<file path="config.mk">
export PLATFORM = sky130hd
export DESIGN_NAME = vga_frame_monitor
export DESIGN_NICKNAME = d
export VERILOG_FILES = /design/src/rtl/vga_frame_monitor.sv
export SDC_FILE = /design/constraint.sdc
export NUM_CORES = 1
export LEC_CHECK = 0
export CORE_ASPECT_RATIO = 0.7
export CORE_MARGIN = 3
export CORE_UTILIZATION = 50
export CTS_BUF_LIST = sky130_fd_sc_hd__clkbuf_8
export DETAILED_ROUTE_END_ITERATION = 6
export HOLD_SLACK_MARGIN = 0.02
export PLACE_DENSITY = 0.89
export SYNTH_ARGS = -nofsm -noshare
export SYNTH_HDL_FRONTEND = slang
export SYNTH_SLANG_ARGS = --single-unit
</file>
<file path="constraint.sdc">
create_clock -name pclk -period 2.1 [get_ports pclk]
set_input_delay 0.42 -clock pclk [delete_from_list [all_inputs] [get_ports pclk]]
set_output_delay 0.42 -clock pclk [all_outputs]
set_load 0.005 [all_outputs]
</file>
<file path="src/rtl/vga_frame_monitor.sv">
// vga_frame_monitor: measures VGA sync timing (line period, hsync width,
// lines per frame, vsync width) and a rotate-XOR signature of the active
// pixels for a programmable number of frames after a start pulse.
module vga_frame_monitor #(
  parameter int H_TOTAL  = 1056,
  parameter int V_TOTAL  = 628,
  parameter int HS_WIDTH = 128,
  parameter int VS_WIDTH = 4,
  parameter int H_START  = 216,
  parameter int H_ACTIVE = 800,
  parameter int V_START  = 28,
  parameter int V_ACTIVE = 600,
  parameter int COLOR_W  = 4,
  parameter int SYNC_POL = 0,
  parameter int N_FRAMES = 2
) (
  input  logic               pclk,
  input  logic               rst,
  input  logic               start,
  input  logic               hs,
  input  logic               vs,
  input  logic [COLOR_W-1:0] r,
  input  logic [COLOR_W-1:0] g,
  input  logic [COLOR_W-1:0] b,
  output logic               frame_valid,
  output logic [7:0]         frame_cnt,
  output logic [15:0]        hperiod,
  output logic [15:0]        hswidth,
  output logic [15:0]        lines,
  output logic [15:0]        vswidth,
  output logic [31:0]        checksum,
  output logic [3:0]         err,
  output logic               busy,
  output logic               done
);

  localparam logic        POL    = SYNC_POL[0];
  localparam logic [15:0] HT16   = 16'(H_TOTAL);
  localparam logic [15:0] VT16   = 16'(V_TOTAL);
  localparam logic [15:0] HSW16  = 16'(HS_WIDTH);
  localparam logic [15:0] VSW16  = 16'(VS_WIDTH);
  localparam logic [15:0] HLO16  = 16'(H_START);
  localparam logic [15:0] HHI16  = 16'(H_START + H_ACTIVE);
  localparam logic [15:0] VLO16  = 16'(V_START);
  localparam logic [15:0] VHI16  = 16'(V_START + V_ACTIVE);
  localparam logic [7:0]  NFR8   = 8'(N_FRAMES);

  typedef enum logic [1:0] {IDLE, ARM, MEAS, DONE} state_e;

  state_e      state_q;
  logic        hs_q, vs_q;
  logic        hs_seen_q;
  logic [15:0] hcnt_q, line_q, hsp_q, vsl_q;
  logic [31:0] sig_q;
  logic        frame_valid_q, busy_q, done_q;
  logic [7:0]  frame_cnt_q;
  logic [15:0] hperiod_q, hswidth_q, lines_q, vswidth_q;
  logic [31:0] checksum_q;
  logic [3:0]  err_q;

  logic        hs_a, vs_a, hs_lead, hs_trail, vs_lead, vs_trail, pix_act, run;
  logic [15:0] hcnt_d, line_d, hsp_d, vsl_d, hper_d;
  logic [31:0] sig_d;
  logic [7:0]  fcnt_d;

  function automatic logic [15:0] sat_inc(input logic [15:0] v);
    return (v == 16'hFFFF) ? v : v + 16'd1;
  endfunction

  // Edge detection, active-window decode and next values of the free counters
  always_comb begin
    hs_a     = (hs == POL);
    vs_a     = (vs == POL);
    hs_lead  = hs_a & ~hs_q;
    hs_trail = ~hs_a & hs_q;
    vs_lead  = vs_a & ~vs_q;
    vs_trail = ~vs_a & vs_q;
    run      = (state_q == ARM) || (state_q == MEAS);
    pix_act  = (hcnt_q >= HLO16) && (hcnt_q < HHI16) &&
               (line_q >= VLO16) && (line_q < VHI16);
    sig_d    = pix_act ? ({sig_q[30:0], sig_q[31]} ^ 32'({r, g, b})) : sig_q;
    hcnt_d   = hs_lead ? 16'd0 : sat_inc(hcnt_q);
    hper_d   = sat_inc(hcnt_q);
    hsp_d    = hs_lead ? 16'd1 : (hs_a ? sat_inc(hsp_q) : hsp_q);
    if (vs_lead)      line_d = hs_lead ? 16'd1 : 16'd0;
    else if (hs_lead) line_d = sat_inc(line_q);
    else              line_d = line_q;
    if (vs_lead)              vsl_d = hs_lead ? 16'd1 : 16'd0;
    else if (vs_a && hs_lead) vsl_d = sat_inc(vsl_q);
    else                      vsl_d = vsl_q;
    fcnt_d   = frame_cnt_q + 8'd1;
  end

  // Measurement FSM; counters only advance in ARM/MEAS, results only in MEAS
  always_ff @(posedge pclk) begin
    if (rst) begin
      state_q       <= IDLE;
      hs_q          <= 1'b0;
      vs_q          <= 1'b0;
      hs_seen_q     <= 1'b0;
      hcnt_q        <= '0;
      line_q        <= '0;
      hsp_q         <= '0;
      vsl_q         <= '0;
      sig_q         <= '0;
      frame_valid_q <= 1'b0;
      busy_q        <= 1'b0;
      done_q        <= 1'b0;
      frame_cnt_q   <= '0;
      hperiod_q     <= '0;
      hswidth_q     <= '0;
      lines_q       <= '0;
      vswidth_q     <= '0;
      checksum_q    <= '0;
      err_q         <= '0;
    end else begin
      hs_q          <= hs_a;
      vs_q          <= vs_a;
      frame_valid_q <= 1'b0;
      if (start) begin
        // edge history keeps sampling so a coincident sync edge is consumed
        state_q     <= ARM;
        busy_q      <= 1'b1;
        done_q      <= 1'b0;
        err_q       <= '0;
        frame_cnt_q <= '0;
        checksum_q  <= '0;
        hcnt_q      <= '0;
        line_q      <= '0;
        hsp_q       <= '0;
        vsl_q       <= '0;
        sig_q       <= '0;
        hs_seen_q   <= 1'b0;
      end else if (run) begin
        hcnt_q <= hcnt_d;
        line_q <= line_d;
        hsp_q  <= hsp_d;
        vsl_q  <= vsl_d;
        sig_q  <= vs_lead ? 32'd0 : sig_d;
        case (state_q)
          ARM: begin
            if (vs_lead) begin
              state_q   <= MEAS;
              hs_seen_q <= 1'b0;
            end
          end
          MEAS: begin
            if (hs_lead) begin
              hs_seen_q <= 1'b1;
              // the first line edge in MEAS has no trustworthy start point
              if (hs_seen_q) begin
                hperiod_q <= hper_d;
                if (hper_d != HT16) err_q[0] <= 1'b1;
              end
            end
            if (hs_trail) begin
              hswidth_q <= hsp_q;
              if (hsp_q != HSW16) err_q[1] <= 1'b1;
            end
            if (vs_trail) begin
              vswidth_q <= vsl_q;
              if (vsl_q != VSW16) err_q[3] <= 1'b1;
            end
            if (vs_lead) begin
              lines_q       <= line_q;
              if (line_q != VT16) err_q[2] <= 1'b1;
              checksum_q    <= sig_d;
              frame_cnt_q   <= fcnt_d;
              frame_valid_q <= 1'b1;
              if (fcnt_d == NFR8) begin
                state_q <= DONE;
                busy_q  <= 1'b0;
                done_q  <= 1'b1;
              end
            end
          end
          default: ;
        endcase
      end
    end
  end

  assign frame_valid = frame_valid_q;
  assign frame_cnt   = frame_cnt_q;
  assign hperiod     = hperiod_q;
  assign hswidth     = hswidth_q;
  assign lines       = lines_q;
  assign vswidth     = vswidth_q;
  assign checksum    = checksum_q;
  assign err         = err_q;
  assign busy        = busy_q;
  assign done        = done_q;

endmodule

</file>
==> run_results.csv <==
group,metric,value,unit
detailed_routing,dr_total_vias,8938,
global_route,grt_max_degree,68,
pwr,power.total,0.00810,W
detailed_routing,postRouteAntennaNets,0,
synth,syn_area_per_cell,8.62,µm²
floorplanning,core_area,18200,µm²
synth,synth_edf_count,0,
outcome,status,"finished, violations left",
clock_tree,clock-root-buffer,"clkbuf_8",
synth,syn_area,9310,µm²
sta,hold_violations,0,
synth,async_reset_ff_frac,0,
synth,synth_common_cells,"dfxtp_1, nand2_1, a21oi_1, nor2_1, clkbuf_1",
floorplanning,die_area,20300,µm²
floorplanning,fp.dieW,169,µm
outcome,violations,"negative setup slack",
critical_path,slowest_stage,"or4_4",
global_route,antenna_found_initial,0,
pwr,power.density,629,nW/µm²
critical_path,crit_fanout,16,
synth,synth_cell_types,59,
sta,finalCriticalPeriod,2.31,ns
sta,clock_skew,0.0331,ns
synth,synthCells,1080,
sta,setup_slack,-0.205,ns
placed_design,gp_congestion,0.917,
placed_design,io_buffers,127,
synth,syn_nets,1109,
clock_tree,insertion_delay,0.52,ns
finish,drive_gt1_frac,0.188,
floorplanning,ios,128,
clock_tree,cts_buffer_depth,3,
sta,timing.hold.ws,0.185,ns
sta,maxSlewViolCount,0,
synth,synth_most_common_cell,"dfxtp_1",
clock_tree,cts.sinks,212,
sta,finalSetupViolations,65,
finish,final_nets,1340,
finish,area_growth_syn_to_layout,38.3,%
synth,synth.area.top_cells,"dfxtp_1, nand2_1, a21oi_1",
floorplanning,num_rows,41,
detailed_routing,avgViaCountPerCell,5.68,
pwr,ir_worst_vdd,0.506,mV
sta,slew-limit-headroom,0.527,
floorplanning,die_h,120,µm
global_route,grtUsageTotal,0.246,
critical_path,max_stage_delay,0.55,ns
global_route,grt_pass1_wl,41700,µm
critical_path,arrival,2.74,ns
clock_tree,cts.clk_slew.worst_paths,0.06,ns
floorplanning,initial_core_util,0.513,
sta,fmax,434,MHz
critical_path,start_kind,"flop",
detailed_routing,wire_per_inst,17.0,µm
sta,fin_crit_sh,1.10,
clock_tree,hold_buffers,0,
sta,rsz0062_at_grt,"yes",
clock_tree,htree_levels,2,
finish,antenna_cells,0,
synth,synth_ff_type,"dfxtp_1",
sta,worstMarginPinSlew,0.710,ns
detailed_routing,drt_first_pass_iters,5,
critical_path,worst_ep_required_time,2.54,ns
synth,synth_area_leader_cell,"dfxtp_1",
detailed_routing,drc,0,
clock_tree,cts_tree,"done",
finish,fin_cells,1573,
synth,ys_ff_latch,212,
detailed_routing,routed_wl,26700,µm
synth,synth_top_area_frac,0.456,
critical_path,setup.worst_path.end_class,"flop",
detailed_routing,drtIter0Drc,774,
run,maxCapViolations,0,
synth,synth.yosys.warnings,0,
pwr,p_leak,4.66,nW
placed_design,dp.cells,1492,
clock_tree,cts-buffers-inserted,34,
global_route,overflow,0,
critical_path,crit_chain,"or4_4, nor3_4, o2111ai_2, or3_4, nor3_4, buf_6, clkbuf_16, a32o_1",
min_path,worstHoldPathType,"in2reg",
global_route,grt_pass1_vias,8334,
synth,yosysSeqAreaShare,0.456,
critical_path,cpMostUsedCell,"nor3_4",
critical_path,criticalPathCategory,"reg2reg",
placed_design,place_hpwl,17400,µm
[layout make-up]
type | count | area (µm²)
multi-input combinational | 775 | 4900
clock inverter | 18 | 119
inverter | 17 | 63.8
sequential | 212 | 4250
clock buffer | 44 | 606
tap | 236 | 295
fill | 1264 | 5280
timing repair buffer | 271 | 2650
[per-stage QoR]
stage	setup TNS [ns]	utilization	area, µm²	worst slack (ns)
6_report	-7.73	0.709	12900	-0.205
5_1_grt	-13.49	0.709	12900	-0.277
4_1_cts	-6.37	0.694	12600	-0.186
3_5_place_dp	-18.22	0.644	11700	-0.322
3_3_place_gp	-15.31	0.644	11700	-0.305
2_1_floorplan	-0.0624	-	9350	-0.0624
[state kept, by name, indices dropped and copies added, names as in the netlist, 2 cells and up]
| register | count |
|---|---|
| hperiod | 16 |
| frame_cnt | 8 |
| hswidth | 16 |
| hcnt_q | 16 |
| vsl_q | 16 |
| lines | 16 |
| sig_q | 32 |
| checksum | 32 |
| hsp_q | 16 |
| vswidth | 16 |
| err | 4 |
| state_q | 2 |
| line_q | 16 |
[kinds of logic after synthesis]
logic type	Yosys count	share of synthesized area
xor+xnor	66	0.0621
mux	37	0.0400
fa+ha+maj	12	0.0161
simple gates	425	0.221
compound gates	235	0.162
flops	212	0.456
buf+inv	93	0.0437
[routing by layer]
layer	up-vias	wire [µm]	GRT usage
li1	4311	-	-
met1	4231	12500	0.356
met2	339	11900	0.372
met3	57	1740	0.0500
met4	0	589	0.0766
met5	-	0	0
[power breakdown]
part | switching, W | leakage [nW] | total (W) | internal (W)
registers | 0.00000921 | 1.71 | 0.00404 | 0.00403
logic | 0.000214 | 2.55 | 0.000359 | 0.000145
clock network | 0.00167 | 0.407 | 0.00371 | 0.00203
total | 0.00189 | 4.66 | 0.00810 | 0.00621
[critical path: cells and delay by family (launching register included)]
family / cells / cell delay, ns
buffers and inverters: 2 / 0.32
DFF: 1 / 0.32
AOI/OAI and AO/OA: 2 / 0.30
and+or+nand+nor: 4 / 1.29
[final timing paths]
| kind | from | slack, ns | to | cells after the start |
|---|---|---|---|---|
| hold / removal | rst | 0.18 | state_q[0]$_SDFFE_PP0P_ | 2 |
| hold reg to reg | lines[6]$_SDFFE_PP0P_ | 0.45 | lines[6]$_SDFFE_PP0P_ | 2 |
| setup reg to reg | line_q[11]$_SDFFE_PP0P_ | -0.21 | sig_q[9]$_SDFFE_PP0N_ | 8 |
| setup / recovery | line_q[11]$_SDFFE_PP0P_ | -0.21 | sig_q[9]$_SDFFE_PP0N_ | 8 |
[placed cells by master, fill, tap and decap left out, types with 4 or more instances in the layout]
| cell | Yosys | routed |
|---|---|---|
| mux2i_1 | 35 | 34 |
| and2_1 | 7 | 7 |
| nor4_1 | 11 | 6 |
| and4_1 | 17 | 17 |
| xor2_1 | 50 | 50 |
| nor3_1 | 21 | 17 |
| nor3_4 | 3 | 7 |
| nand3_1 | 28 | 26 |
| ha_1 | 12 | 10 |
| buf_4 | 0 | 117 |
| dfxtp_1 | 212 | 208 |
| buf_16 | 0 | 4 |
| o22ai_1 | 14 | 14 |
| inv_1 | 17 | 23 |
| buf_12 | 0 | 15 |
| a211oi_1 | 8 | 7 |
| clkdlybuf4s50_1 | 0 | 126 |
| clkinv_2 | 0 | 8 |
| a22oi_1 | 7 | 7 |
| buf_6 | 6 | 5 |
| a31oi_1 | 8 | 8 |
| xnor2_1 | 16 | 16 |
| clkbuf_8 | 0 | 44 |
| nand4_1 | 27 | 27 |
| nand2_1 | 162 | 162 |
| nor2_1 | 100 | 98 |
| a21oi_1 | 102 | 100 |
| and3_1 | 18 | 17 |
| a32o_1 | 32 | 31 |
| o21ai_0 | 37 | 35 |
[what timing repair did]
action                     CTS  global route
gates resized for setup     18            35
setup buffers                2            10
setup endpoints to repair   93            96
pin swaps                    5            16
cloned                       3             4
Power figures use the tool's default switching activity.
